File: src/rtl/conv_window_ctrl.sv
// Sliding-window controller: reads each KxK neighbourhood of an NxN map into a
// 25-entry window, registers the datapath result and writes it in raster order.
module conv_window_ctrl #(
    parameter int DW = 16,
    parameter int AW = 16
) (
    input  logic                 clk,
    input  logic                 rst,
    input  logic                 start,
    input  logic [15:0]          img_size,
    input  logic [15:0]          filter_size,
    input  logic [AW-1:0]        img_base,
    input  logic [AW-1:0]        out_base,
    output logic                 rd_en,
    output logic [AW-1:0]        rd_addr,
    input  logic signed [DW-1:0] rd_data,
    output logic signed [DW-1:0] win [0:24],
    input  logic signed [DW-1:0] conv_value,
    output logic                 wr_en,
    output logic [AW-1:0]        wr_addr,
    output logic signed [DW-1:0] wr_data,
    output logic                 busy,
    output logic                 done,
    output logic                 err
);

    typedef enum logic [2:0] {S_IDLE, S_LOAD, S_WAIT, S_CONV, S_WRITE, S_DONE} state_t;

    state_t               state_q, state_d;
    logic [15:0]          n_q, n_d, k_q, k_d;
    logic [AW-1:0]        ib_q, ib_d, ob_q, ob_d;
    logic [15:0]          r_q, r_d, c_q, c_d;
    logic [2:0]           i_q, i_d, j_q, j_d;
    logic                 cap_v_q, cap_v_d;
    logic [4:0]           cap_idx_q, cap_idx_d;
    logic signed [DW-1:0] win_q [0:24];
    logic signed [DW-1:0] win_d [0:24];
    logic signed [DW-1:0] conv_q, conv_d;
    logic                 err_q, err_d;
    logic                 legal;
    logic [15:0]          row, col;
    logic [31:0]          rd_off, wr_off;

    assign legal = (filter_size == 16'd3 || filter_size == 16'd5) && (img_size >= filter_size);

    always_comb begin
        state_d   = state_q;
        n_d       = n_q;
        k_d       = k_q;
        ib_d      = ib_q;
        ob_d      = ob_q;
        r_d       = r_q;
        c_d       = c_q;
        i_d       = i_q;
        j_d       = j_q;
        cap_v_d   = 1'b0;
        cap_idx_d = cap_idx_q;
        conv_d    = conv_q;
        err_d     = 1'b0;
        win_d     = win_q;
        // read data lags its strobe by one cycle, so the tap index is carried along
        if (cap_v_q) begin
            win_d[cap_idx_q] = rd_data;
        end
        case (state_q)
            S_IDLE: begin
                if (start) begin
                    n_d   = img_size;
                    k_d   = filter_size;
                    ib_d  = img_base;
                    ob_d  = out_base;
                    r_d   = '0;
                    c_d   = '0;
                    i_d   = '0;
                    j_d   = '0;
                    win_d = '{default: '0};
                    if (legal) begin
                        state_d = S_LOAD;
                    end else begin
                        err_d = 1'b1;
                    end
                end
            end
            S_LOAD: begin
                cap_v_d   = 1'b1;
                cap_idx_d = 5'(({13'd0, i_q} * k_q) + {13'd0, j_q});
                if ({13'd0, j_q} == k_q - 16'd1) begin
                    j_d = '0;
                    if ({13'd0, i_q} == k_q - 16'd1) begin
                        i_d     = '0;
                        state_d = S_WAIT;
                    end else begin
                        i_d = i_q + 3'd1;
                    end
                end else begin
                    j_d = j_q + 3'd1;
                end
            end
            S_WAIT:  state_d = S_CONV;
            S_CONV: begin
                conv_d  = conv_value;
                state_d = S_WRITE;
            end
            S_WRITE: begin
                state_d = S_LOAD;
                if (c_q == n_q - k_q) begin
                    c_d = '0;
                    if (r_q == n_q - k_q) begin
                        state_d = S_DONE;
                    end else begin
                        r_d = r_q + 16'd1;
                    end
                end else begin
                    c_d = c_q + 16'd1;
                end
            end
            S_DONE:  state_d = S_IDLE;
            default: state_d = S_IDLE;
        endcase
    end

    always_comb begin
        row    = r_q + {13'd0, i_q};
        col    = c_q + {13'd0, j_q};
        rd_off = 32'(row) * 32'(n_q) + 32'(col);
        wr_off = 32'(r_q) * 32'(n_q - k_q + 16'd1) + 32'(c_q);
    end

    assign rd_en   = (state_q == S_LOAD);
    assign rd_addr = rd_en ? ib_q + AW'(rd_off) : '0;
    assign wr_en   = (state_q == S_WRITE);
    assign wr_addr = wr_en ? ob_q + AW'(wr_off) : '0;
    assign wr_data = conv_q;
    assign busy    = (state_q != S_IDLE);
    assign done    = (state_q == S_DONE);
    assign err     = err_q;
    assign win     = win_q;

    always_ff @(posedge clk or posedge rst) begin
        if (rst) begin
            state_q   <= S_IDLE;
            n_q       <= '0;
            k_q       <= '0;
            ib_q      <= '0;
            ob_q      <= '0;
            r_q       <= '0;
            c_q       <= '0;
            i_q       <= '0;
            j_q       <= '0;
            cap_v_q   <= 1'b0;
            cap_idx_q <= '0;
            conv_q    <= '0;
            err_q     <= 1'b0;
            win_q     <= '{default: '0};
        end else begin
            state_q   <= state_d;
            n_q       <= n_d;
            k_q       <= k_d;
            ib_q      <= ib_d;
            ob_q      <= ob_d;
            r_q       <= r_d;
            c_q       <= c_d;
            i_q       <= i_d;
            j_q       <= j_d;
            cap_v_q   <= cap_v_d;
            cap_idx_q <= cap_idx_d;
            conv_q    <= conv_d;
            err_q     <= err_d;
            win_q     <= win_d;
        end
    end

endmodule

File: config.mk
export PLATFORM = sky130hd
export DESIGN_NAME = conv_window_ctrl
export DESIGN_NICKNAME = d
export VERILOG_FILES = /design/src/rtl/conv_window_ctrl.sv
export SDC_FILE = /design/constraint.sdc
export NUM_CORES = 2
export LEC_CHECK = 0
export CAP_MARGIN = 10
export CORE_MARGIN = 1
export CORE_UTILIZATION = 45
export DETAILED_ROUTE_END_ITERATION = 7
export DONT_BUFFER_PORTS = 1
export GPL_ROUTABILITY_DRIVEN = 1
export SLEW_MARGIN = 5
export SYNTH_ARGS = -nofsm -noshare
export SYNTH_HDL_FRONTEND = slang
export SYNTH_SLANG_ARGS = --single-unit
File: constraint.sdc
create_clock -name clk -period 15.7 [get_ports clk]
set_clock_uncertainty 0.05 [all_clocks]
set_input_delay 0.785 -clock clk [delete_from_list [all_inputs] [get_ports clk]]
set_output_delay 0.785 -clock clk [all_outputs]
set_load 0.02 [all_outputs]
* After elaboration in Yosys (flattened, before gate mapping)
Cells that the tools add are included.
Word-level totals: bits in registers 528, input bits 99, logic and storage cells 121
Cells by class: add/sub/neg operators 15, $mul 3, $lt $le $gt $ge 3, equality and inequality tests 17, muxes and demuxes 31, bitwise gates (word level) 1, reduce and logical (&&, ||, !) cells 13
Operators with widths (number):
- 400-bit 2-to-1 mux | 3
- 400-bit bitwise mux | 1
- 16-bit 2-to-1 mux | 7
- 16-bit demux with 5-bit select | 1
- 16-bit adder | 4
- 16-bit one-hot mux with 2 select lines | 2
- 16-bit by 1-bit adder with 16-bit output (second input constant) | 2
- 16-bit by 3-bit adder with 16-bit output | 2
- 16-bit == test | 2
- 3-bit by 16-bit == test with 1-bit output | 2
- 3-bit 2-to-1 mux | 10
- 17-bit by 2-bit adder with 18-bit output (second input constant) | 1
- 17-bit by 18-bit multiplier with 16-bit output | 1
- 16-bit by 16-bit subtractor with 17-bit output | 1
- 16-bit by 2-bit == test with 1-bit output (second input constant) | 1
- 16-bit by 3-bit == test with 1-bit output (second input constant) | 1
- 16-bit greater-or-equal comparator | 1
- 16-bit by 16-bit multiplier with 16-bit output | 1
- 3-bit by 16-bit multiplier with 5-bit output | 1
- 16-bit by 1-bit subtractor with 16-bit output (second input constant) | 1
- 16-bit subtractor | 1
- 3-bit one-hot mux with 5 select lines | 1
- 3-bit one-hot mux with 2 select lines | 2
- 4-bit AND reduction | 2
- other kinds (18) | 32

* Longest topological paths before layout
depth in word-level cells 9, gate-level depth with buffers 36, depth with buffers taken out 35

* Worst setup path after synthesis
No wires, ideal clock.
path kind register -> output, start reg n_q[0], end out wr_addr[15], data arrival time 8613 ps, required time 14865 ps, path slack 6252 ps, cell stages (with the launch flop) 34, path buffers 0, cells stage by stage dfrtp_1 inv_1 ha_1 fa_1 and2b_1 o221a_2 o21ai_2 a311oi_1 o41ai_1 xnor2_1 nor4b_1 xnor2_1 nand2_1 fa_1 fa_1 inv_1 fa_1 fa_1 inv_1 fa_1 fa_1 xor2_1 xnor2_1 xnor2_1 xnor2_1 xnor2_1 xnor2_1 xnor3_1 xnor3_1 xnor2_1 xnor2_1 xnor3_1 xnor2_1 nor2_1
Between the ends: word-level cells in the longest chain between the ends 6
RTL lines:
- from (decl) | RTL line 30 | logic [15:0] n_q, n_d, k_q, k_d;
- from (signal assigned) | RTL line 157 | n_q <= n_d;
- 16-bit by 16-bit subtractor with 17-bit output | RTL line 126 | wr_off = 32'(r_q) * 32'(n_q - k_q + 16'd1) + 32'(c_q);
- 17-bit by 2-bit adder with 18-bit output | RTL line 126
- 17-bit by 18-bit multiplier with 16-bit output | RTL line 126
- 16-bit adder | RTL line 126
- 16-bit adder | RTL line 132 | assign wr_addr = wr_en ? ob_q + AW'(wr_off) : '0;
- 16-bit 2-to-1 mux | RTL line 132
- to (decl) | RTL line 20 | output logic [AW-1:0] wr_addr,
No other way between the ends.

* Worst setup path after layout
Ends and elaborated chain as after synthesis.

==> results.sh <==
export IMPL_run_status="complete, no violations"
export IMPL_dominantRegCellSynth="sky130_fd_sc_hd__dfrtp_1"
export IMPL_tritoncts_num_buffers=60
export IMPL_ratio_of_cells_with_drive_above_1_in_the_final_layout_pct=5.10
export IMPL_fin_worst_hold_slack_ps=126
export IMPL_vdd_ir_drop_max_mv=0.141
export IMPL_layout_area_overhead_vs_synth_pct=8.15
export IMPL_fp_dieArea_mm2=0.0763
export IMPL_number_of_global_route_vias_before_repair=24900
export IMPL_core_area_mm2=0.0744
export IMPL_slowest_delay_ps=620
export IMPL_clock_sink_count=528
export IMPL_grtUsageTotal_pct=27.4
export IMPL_switching_share_pct=42.9
export IMPL_final_cell_area_mm2=0.0366
export IMPL_rsz0062_at_grt="false"
export IMPL_synth_async_reset_ratio_pct=100
export IMPL_syn_area_per_cell_um2=8.76
export IMPL_synth_top_cell_area_share_pct=39.0
export IMPL_route_detailed_drc=0
export IMPL_total_net_switching_power_uw=2440
export IMPL_cts_hold_buf=0
export IMPL_post_route_min_period_ps=11160
export IMPL_count_of_max_cap_constraint_violations=0
export IMPL_core_rowCount=100
export IMPL_pwr_share_comb_pct=40.0
export IMPL_drt_pass1_iter_count=7
export IMPL_chipWidth_um=276
export IMPL_regToRegEndpoint="c_q[8]"
export IMPL_antenna_found_initial=0
export IMPL_drt_wirelength_per_cell_um=22.2
export IMPL_maxClockFrequency_mhz=89.6
export IMPL_syn_num_nets=4352
export IMPL_critical_path_peak_fanout=16
export IMPL_yosysTopAreaCell="sky130_fd_sc_hd__dfrtp_1"
export IMPL_num_io_pins=552
export IMPL_timing_max_transition_violations_final=0
export IMPL_netlist_cell_type_count=76
export IMPL_route_vias_total=25700
export IMPL_synth_area_top_cells="sky130_fd_sc_hd__dfrtp_1, sky130_fd_sc_hd__fa_1, sky130_fd_sc_hd__nand2_1"
export IMPL_crit_top_cell="sky130_fd_sc_hd__xnor2_1"
export IMPL_static_leakage_power_uw=0.0171
export IMPL_synth_cell_area_mm2=0.0338
export IMPL_grt_first_pass_wirelength_um=161000
export IMPL_synthMostInstantiatedCell="sky130_fd_sc_hd__nand2_1"
export IMPL_wirelength_um=105000
export IMPL_clock_path_buffers=3
export IMPL_placed_area_mm2=0.0345
export IMPL_relSlewSlack_pct=15.1
export IMPL_synth_warnings=0
export IMPL_clk_pin_slew_worst_paths_ps=60
export IMPL_ant_nets=0
export IMPL_crit_family="adder cells"
export IMPL_nFillCells=7058
export IMPL_report_final_hold_viol_count=0
export IMPL_chipHeight_um=276
export IMPL_report_final_setup_viol=0
export IMPL_critPathLaunchType="register"
export IMPL_ys_seq_elements=528
export IMPL_synth_enable_flop_cells=0
export IMPL_fin_total_pwr_uw=5690
export IMPL_critical_path_class="reg2out"
export IMPL_dp_worst_setup_slack_ps=5170
export IMPL_io_buffer_count=0
export IMPL_detail_route_iter0_violations=2157
export IMPL_largest_net_degree_at_the_start_of_global_routing=201
export IMPL_crit_buf_inv=3
export IMPL_grt_overflow_total=0
export IMPL_floorplan_initialDensity_pct=45.5
export IMPL_place_hpwl_um=75300
export IMPL_tritoncts="done"
export IMPL_seq_area_frac_synth_pct=39.0
export IMPL_clk_latency_ps=690
export IMPL_cts_repair_resized=0
export IMPL_syn_inst=3864
export IMPL_power_density_mw_per_mm2=155
export IMPL_cts_htree_levels=2
export IMPL_place_gp_congestion=0.900
export IMPL_ff2ff_setup_slack_ps=10610
export IMPL_slowest_stage="sky130_fd_sc_hd__dfrtp_1"
export IMPL_cp_data_arrival_time_ps=10330
export IMPL_worst_ep_required_time_ps=14870
export IMPL_antenna_cells_inserted=0
export IMPL_worst_setup_path_end_kind="output port"
export IMPL_final_nets=4220
export IMPL_clock_power_share_pct=26.4
export IMPL_clockRootBuffer="sky130_fd_sc_hd__clkbuf_16"
export IMPL_post_cts_setup_buffers=0
export IMPL_synth_common_cells="sky130_fd_sc_hd__nand2_1, sky130_fd_sc_hd__dfrtp_1, sky130_fd_sc_hd__a21oi_1, sky130_fd_sc_hd__inv_1, sky130_fd_sc_hd__fa_1"
export IMPL_seq_power_share_pct=33.6
export IMPL_vias_per_cell=5.42
export IMPL_final_critical_path_setup_slack_ps=4540
export IMPL_timing_reg2reg_worst_path_depth=16
export IMPL_cellInternalPower_uw=3250
export IMPL_final_setup_tns_ps=0
export IMPL_worst_slew_pin_transition_ps=1270
export IMPL_layout_worst_path_cycle_share_pct=71.1
export IMPL_classification_of_the_worst_slack_hold_path="in2async"
export IMPL_critical_path_reg2reg_startpoint="n_q[0]"
## area by class of cell
type,count,area [um^2],share of cell area (%)
clock inverters,28,409,1.12
well taps,969,1210,3.31
inverters,376,1420,3.88
multi-input cells,2731,18400,50.1
clock buffers,84,1710,4.68
flip-flops and latches,528,13200,36.1
repair buffers,35,288,0.786
## metal layers
metal | GRT usage [%] | vias up | share of wire (%)
li1 | - | 11800 | -
met1 | 34.9 | 12800 | 40
met2 | 45.7 | 911 | 49
met3 | 6.19 | 195 | 7.5
met4 | 10.0 | 0 | 3.9
met5 | 0 | - | 0
## power groups by stage
stage | registers [uW] | clock network [uW] | logic (uW)
5_1_grt | 1930 | 1570 | 2560
4_1_cts | 1910 | 1520 | 2300
6_report | 1910 | 1500 | 2280
2_1_floorplan | 1800 | 0 | 1830
3_5_place_dp | 1940 | 0 | 2290
3_3_place_gp | 1930 | 0 | 2260
## worst max path at each step
stage | slack [ps] | start | depth (start not counted) | end
after detailed placement | 5170 | n_q[0] | 33 | wr_addr[15]
after global routing | 3890 | n_q[0] | 33 | wr_addr[15]
after CTS | 4470 | n_q[0] | 33 | wr_addr[15]
after floorplan | 110 | rst | 1 | c_q[0]
after global placement | 5440 | n_q[0] | 33 | wr_addr[15]
final | 4540 | n_q[0] | 33 | wr_addr[15]
## registers in the layout, summed over array words and instances (netlist names)
signal     cells
err            1
cap_v_q        1
k_q           16
cap_idx_q      5
r_q           16
i_q            3
c_q           16
wr_data       16
j_q            3
ob_q          16
win          400
ib_q          16
state_q        3
n_q           16
## cell families (layout without fill, tap and decap cells)
family / count (synthesis) / in the layout / synth area share (%)
AND/OR/NAND/NOR: 1562 / 1562 / 19.8
buffers and inverters: 605 / 523 / 6.78
AO/OA/AOI/OAI: 583 / 583 / 9.34
flip-flops: 528 / 528 / 39.0
adder cells (fa/ha/maj): 389 / 389 / 19.3
XOR/XNOR: 180 / 180 / 5.18
multiplexers: 17 / 17 / 0.562
## stage by stage
step	instances	utilization, %
2_1_floorplan	3864	-
3_3_place_gp	4639	46.3
3_5_place_dp	4639	46.3
4_1_cts	4751	49.2
5_1_grt	4751	49.2
6_report	4751	49.2
## cell usage in the layout, fill, tap and decap left out, types with 6 or more instances in the layout
| master | Yosys | layout |
|---|---|---|
| sky130_fd_sc_hd__inv_1 | 376 | 375 |
| sky130_fd_sc_hd__nor4_1 | 6 | 6 |
| sky130_fd_sc_hd__a21oi_1 | 432 | 432 |
| sky130_fd_sc_hd__or3_1 | 6 | 6 |
| sky130_fd_sc_hd__nand3_1 | 16 | 16 |
| sky130_fd_sc_hd__xnor2_1 | 129 | 129 |
| sky130_fd_sc_hd__xnor3_1 | 9 | 9 |
| sky130_fd_sc_hd__nor3b_1 | 6 | 6 |
| sky130_fd_sc_hd__nor2b_1 | 17 | 17 |
| sky130_fd_sc_hd__and3_1 | 13 | 13 |
| sky130_fd_sc_hd__nand2b_1 | 15 | 15 |
| sky130_fd_sc_hd__nor4_2 | 6 | 6 |
| sky130_fd_sc_hd__a21o_1 | 22 | 22 |
| sky130_fd_sc_hd__nand4_1 | 12 | 12 |
| sky130_fd_sc_hd__fa_1 | 223 | 223 |
| sky130_fd_sc_hd__nand3b_1 | 6 | 6 |
| sky130_fd_sc_hd__nor3_1 | 21 | 20 |
| sky130_fd_sc_hd__clkbuf_16 | 0 | 60 |
| sky130_fd_sc_hd__buf_4 | 0 | 33 |
| sky130_fd_sc_hd__and2_1 | 138 | 138 |
| sky130_fd_sc_hd__ha_1 | 166 | 166 |
| sky130_fd_sc_hd__clkinv_2 | 0 | 12 |
| sky130_fd_sc_hd__clkbuf_1 | 185 | 12 |
| sky130_fd_sc_hd__clkbuf_8 | 0 | 12 |
| sky130_fd_sc_hd__xor2_1 | 37 | 37 |
| sky130_fd_sc_hd__nand2_1 | 1157 | 1157 |
| sky130_fd_sc_hd__nor2_1 | 110 | 109 |
| sky130_fd_sc_hd__dfrtp_1 | 528 | 528 |
| sky130_fd_sc_hd__bufinv_16 | 0 | 7 |
| sky130_fd_sc_hd__o21ai_0 | 82 | 82 |
| sky130_fd_sc_hd__mux2_2 | 16 | 16 |
(Power assumes the default switching activity.)
